$ cat config.mk
export PLATFORM = sky130hd
export DESIGN_NAME = seq_shift_rotate
export DESIGN_NICKNAME = d
export VERILOG_FILES = /design/src/rtl/seq_shift_rotate.sv
export SDC_FILE = /design/constraint.sdc
export NUM_CORES = 1
export LEC_CHECK = 0
export ABC_AREA = 1
export CAP_MARGIN = 20
export CORE_ASPECT_RATIO = 1.2
export CORE_UTILIZATION = 43
export DETAILED_ROUTE_END_ITERATION = 10
export HOLD_SLACK_MARGIN = 0.05
export PLACE_DENSITY = 0.77
export SKIP_CTS_REPAIR_TIMING = 1
export SYNTH_ARGS = -nofsm -noshare
export SYNTH_HDL_FRONTEND = slang
export SYNTH_SLANG_ARGS = --single-unit
$ cat constraint.sdc
create_clock -name clk -period 1.1 [get_ports clk]
set_input_delay 0.165 -clock clk [delete_from_list [all_inputs] [get_ports clk]]
set_output_delay 0.165 -clock clk [all_outputs]
set_load 0.1 [all_outputs]
$ cat src/rtl/seq_shift_rotate.sv
// rtl/seq_shift_rotate.sv - iterative 16-bit shifter/rotator, one bit position per clock
// Same op encoding as the barrel shifter; start/busy/done handshake.
module seq_shift_rotate #(
    parameter int WIDTH = 16,
    parameter int CNTW  = 4
) (
    input  logic             clk,
    input  logic             rst,
    input  logic             start,
    input  logic [WIDTH-1:0] In,
    input  logic [1:0]       Op,
    input  logic [CNTW-1:0]  Cnt,
    output logic [WIDTH-1:0] Out,
    output logic             busy,
    output logic             done
);

    localparam logic [1:0] ST_IDLE = 2'b00;
    localparam logic [1:0] ST_RUN  = 2'b01;
    localparam logic [1:0] ST_DONE = 2'b10;

    localparam logic [1:0] OP_SLL = 2'b00;
    localparam logic [1:0] OP_ROR = 2'b01;
    localparam logic [1:0] OP_SRL = 2'b10;
    localparam logic [1:0] OP_ROL = 2'b11;

    logic [1:0]       state_q, state_d;
    logic [WIDTH-1:0] data_q, data_d;
    logic [1:0]       op_q, op_d;
    logic [CNTW-1:0]  cnt_q, cnt_d;
    logic [WIDTH-1:0] step;

    always_comb begin
        step = data_q;
        case (op_q)
            OP_SLL:  step = {data_q[WIDTH-2:0], 1'b0};
            OP_ROR:  step = {data_q[0], data_q[WIDTH-1:1]};
            OP_SRL:  step = {1'b0, data_q[WIDTH-1:1]};
            OP_ROL:  step = {data_q[WIDTH-2:0], data_q[WIDTH-1]};
            default: step = data_q;
        endcase
    end

    always_comb begin
        state_d = state_q;
        data_d  = data_q;
        op_d    = op_q;
        cnt_d   = cnt_q;
        case (state_q)
            // DONE accepts a new start just like IDLE, giving back-to-back issue
            ST_IDLE, ST_DONE: begin
                if (start) begin
                    data_d  = In;
                    op_d    = Op;
                    cnt_d   = Cnt;
                    state_d = (Cnt != '0) ? ST_RUN : ST_DONE;
                end else begin
                    state_d = ST_IDLE;
                end
            end
            ST_RUN: begin
                data_d = step;
                cnt_d  = cnt_q - 1'b1;
                if (cnt_q == CNTW'(1)) begin
                    state_d = ST_DONE;
                end
            end
            default: state_d = ST_IDLE;
        endcase
    end

    always_ff @(posedge clk) begin
        if (rst) begin
            state_q <= ST_IDLE;
            data_q  <= '0;
            op_q    <= '0;
            cnt_q   <= '0;
        end else begin
            state_q <= state_d;
            data_q  <= data_d;
            op_q    <= op_d;
            cnt_q   <= cnt_d;
        end
    end

    assign Out  = data_q;
    assign busy = (state_q == ST_RUN);
    assign done = (state_q == ST_DONE);

endmodule

==> After elaboration in Yosys (flattened, before gate mapping) <==
Index checks and enable logic that the tools add are counted.
{ "word_totals": {"reg_bits": 24, "inputBits": 25, "wordCells": 29} }
{ "classes": {"n_reduce_logical": 7, "add_sub_neg": 1, "mux": 9, "eq_ne": 8} }
{ "op_table": {"columns": ["operator", "n"], "rows": [
  ["case mux 16 bit (4 select lines)", 1],
  ["case mux 16 bit (2 select lines)", 1],
  ["two-way mux 16 bit", 1],
  ["case mux 4 bit (2 select lines)", 1],
  ["== test 2 bit, second input constant", 3],
  ["two-way mux 2 bit", 3],
  ["== test 2 x 1 -> 1 bit, second input constant", 2],
  ["== test 4 x 1 -> 1 bit, second input constant", 1],
  ["zero test 2 bit", 2],
  ["two-way mux 4 bit", 1],
  ["case mux 2 bit (2 select lines)", 1],
  ["AND reduction 2 bit", 2],
  ["nonzero test 4 bit", 1],
  ["subtractor 4 x 1 -> 4 bit, second input constant", 1],
  ["!= test 2 x 1 -> 1 bit, second input constant", 1],
  ["!= test 2 bit, second input constant", 1],
  ["nonzero test 2 bit", 1],
  ["OR reduction 2 bit", 1]
]} }

==> Logic depth before layout (Yosys ltp) <==
{ "depth": {"ltp_word": 4, "ltp_mapped": 9, "ltp_nobuf": 8} }

==> Least setup slack after synthesis <==
Ideal clock, no wire load.
{ "synth_path": {"path_type": "register -> output", "start": "register state_q[1]", "end": "output done", "path_slack_ns": -0.675, "t_arrival_ns": 1.610, "t_required_ns": 0.935, "path_stages_with_launch": 3, "cell_sequence": "dfxtp_1 > inv_1 > nor2_1"} }
{ "synth_between": {"elab_chain_len": 1} }
{ "synth_lines": {"columns": ["item", "line", "source"], "rows": [
  ["start: declaration", "27", "logic [1:0] state_q, state_d;"],
  ["start signal: assignment", "79", "state_q <= state_d;"],
  ["== test 2 bit", "88", "assign done = (state_q == ST_DONE);"],
  ["end: declaration", "15", "output logic done"]
]} }
Every way passes these cells.

==> Worst setup path after layout <==
{ "layout_path": {"start": "register state_q[0]", "end": "output busy"} }
{ "layout_between": {"elab_chain_len": 1} }
{ "layout_lines": {"columns": ["item", "line", "source"], "rows": [
  ["== test 2 x 1 -> 1 bit", "87", "assign busy = (state_q == ST_RUN);"],
  ["end: declaration", "14", "output logic busy,"]
]} }
Every way passes these cells.

==> summary.txt <==
Clocking
  – Clock latency on the worst-skew pair: 270 ps
  – CTS tree: done
  – H-tree depth: 1
  – Root buffer cell: clkbuf_8
  – Clock sinks: 24
  – Deepest clock path buffer count: 2
  – Clk slew on worst S/H paths: 90 ps
  – CTS Buf Count: 3

Yosys
  – Synthesized cell area: 1523 µm²
  – Mux cell area share after synthesis: 0%
  – Synth Warn #: 0
  – Synthesized instance count: 253
  – Synth Area in Compound Gates: 9.860%
  – Netlist cell types: 16
  – Syn_nets: 280
  – Post-Synth XOR/XNOR Area: 0%
  – Register area share after synthesis: 31.55%
  – Largest family of logic cells by synthesized area: simple AND/OR/NAND/NOR gates
  – Simple-Gate Fraction of Synth Area: 37.80%
  – Avg Cell Area, Syn: 6.019 µm²
  – Register bit count reported by yosys: 24
  – Adder-cell share of the synthesized area: 1.643%

Route
  – DR WL/cell: 14.82 µm
  – # DRC: 0
  – Initial DRT Pass Iterations: 5
  – Via density: 5.449
  – Routed WL: 5408 µm
  – Starting DRT DRC Count: 126
  – Antenna viol nets, final: 0
  – Via count: 1989

Timing
  – Post-route setup slack: -211.4 ps
  – RSZ-0062 raised after global routing: yes
  – Relative slew slack: 86.48%
  – Clock skew: 4.821 ps
  – Max frequency: 762.5 MHz
  – Final Cycle Share: 119.2%
  – Worst hold slack: 525.0 ps
  – Pins Over Slew Limit: 0
  – Hold Fails Final Rpt: 0
  – Measured slew at the worst slew-check pin: 200.7 ps
  – Period minus WS final: 1311 ps
  – Endpoints failing setup: 22

Setup path
  – Crit Reg-Reg Endpoint: Out[13]$_SDFFE_PP0P_
  – Worst reg2reg path startpoint: state_q[0]$_SDFFE_PP0P_
  – R2R Setup Slk: -160 ps
  – CP Capture Type: output port
  – Reg2Reg Depth: 8
  – Crit. Startpoint: state_q[0]$_SDFFE_PP0P_
  – Worst EP arrival: 1150 ps
  – Critical path launch point type: flip-flop
  – Critical path endpoint: busy
  – Critical path fanouts, max: 8
  – Crit Path Class: reg -> out
  – CP required: 940 ps

Floorplanning
  – Starting Density: 45.22%
  – I/O pin count: 43
  – Core area: 3367 µm²
  – Horiz. Die Dim: 56.33 µm
  – DIE AREA: 3784 µm²
  – Site row count: 23
  – DIE HEIGHT: 67.19 µm

Finish
  – Synth-to-layout area growth: 86.28%
  – Nets: 356
  – Layout cell share with drive strength beyond 1: 37.80%
  – # diodes: 0
  – Final Non-Filler Cells: 365

Global route
  – Grt ovf: 0
  – Initial antenna violation count: 0
  – Vias in the first global route: 1543
  – Largest net degree at the start of global routing: 24
  – GRT Overall Usage: 21.02%
  – First-pass GRT wire length: 6354 µm

Job
  – Max-Cap Viols: 0

Power
  – Max VDD drop: 1.291 mV
  – Power density cells: 1415 nW/µm²
  – Lkg Pwr: 1.423 nW

Outcome
  – Status: finished with violations
  – Failing checks: setup timing

Hold path
  – Beginning of the worst hold path: In[4]
  – Worst min-delay path class: in -> reg

Placed design
  – Placed cells: 346
  – HPWL Detailed: 2853 µm
  – DP Worst Slack: -299.4 ps
  – PortBufs: 42
  – Routability Congestion: 0.8482
[cell families after synthesis]
| logic type | Yosys count |
|---|---|
| compound gates | 30 |
| fa+ha+maj | 2 |
| buf+inv | 68 |
| flops | 24 |
| simple gates | 129 |
[synth_stat cells]
cell type / count / area share [%]
nor2_1: 8 / 2.0
buf_6: 2 / 1.5
nand2_4: 2 / 1.5
nand3_1: 51 / 17
a21oi_1: 10 / 3.3
ha_1: 2 / 1.6
buf_2: 5 / 1.6
dfxtp_1: 24 / 32
buf_4: 4 / 2.0
inv_2: 5 / 1.2
o21ai_1: 7 / 2.3
clkinv_1: 1 / 0.25
nand2_1: 63 / 16
nand2_2: 5 / 2.1
o21ai_0: 13 / 4.3
inv_1: 51 / 13
[worst max-delay path: stages, from the launching register on]
cell,delay [ps]
dfxtp_4,380
inv_4,50
nor2_4,130
buf_12,140
buf_12,170
[stage by stage]
stage	TNS, ps	power [mW]	utilization [%]	instance area (µm²)
after floorplan	-48.71	2.307	-	1583
after global placement	-5248	2.984	70.49	2374
after detailed placement	-5805	3.016	70.49	2374
after CTS	-1389	3.560	71.83	2419
after global routing	-3301	4.184	84.24	2836
final	-2502	4.015	84.24	2836
[sequential cells by signal, summed over array words and instances (netlist names)]
signal / flops
Out: 16
cnt_q: 4
op_q: 2
state_q: 2
[final cells by class]
cell class / instances / area, µm²
sequential: 24 / 538.0
fill: 183 / 530.5
tap: 37 / 46.29
clock buffer: 4 / 45.04
multi-input combinational: 162 / 943.4
inverter: 57 / 221.5
timing repair buffer: 81 / 1042
[layer usage]
metal / wire length (µm) / up-vias / GRT usage (%)
met5: 0 / - / 0
met4: 154 / 0 / 7.622
met3: 407 / 17 / 2.874
met2: 2815 / 105 / 41.07
met1: 2030 / 934 / 23.23
li1: - / 933 / -
[power by group]
group          leakage (nW)  internal, mW  switching (mW)
Sequential            0.209         0.999           0.171
Clock                0.0228         0.259           0.299
Combinational          1.19         0.964            1.32
Total                  1.42          2.22            1.79
[how the worst min path moves through the flow]
| stage | slack (ps) | endpoint | cells past startpoint |
|---|---|---|---|
| finish | 520 | Out[4]$_SDFFE_PP0P_ | 5 |
| global route | 540 | cnt_q[2]$_SDFFE_PP0P_ | 2 |
| CTS | 510 | Out[0]$_SDFFE_PP0P_ | 2 |
| detailed placement | 500 | Out[0]$_SDFFE_PP0P_ | 2 |
| global placement | 500 | Out[0]$_SDFFE_PP0P_ | 2 |
| floorplan | 220 | Out[15]$_SDFFE_PP0P_ | 1 |
[layout by cell type, fill, tap and decap left out, types with 13 or more instances in the layout]
cell type	Yosys	layout
nand3_1	51	47
buf_12	0	23
nand2_1	63	60
inv_1	51	48
o21ai_2	0	14
clkdlybuf4s50_1	0	24
dfxtp_4	0	13
buf_4	4	23
(Power assumes the default switching activity.)
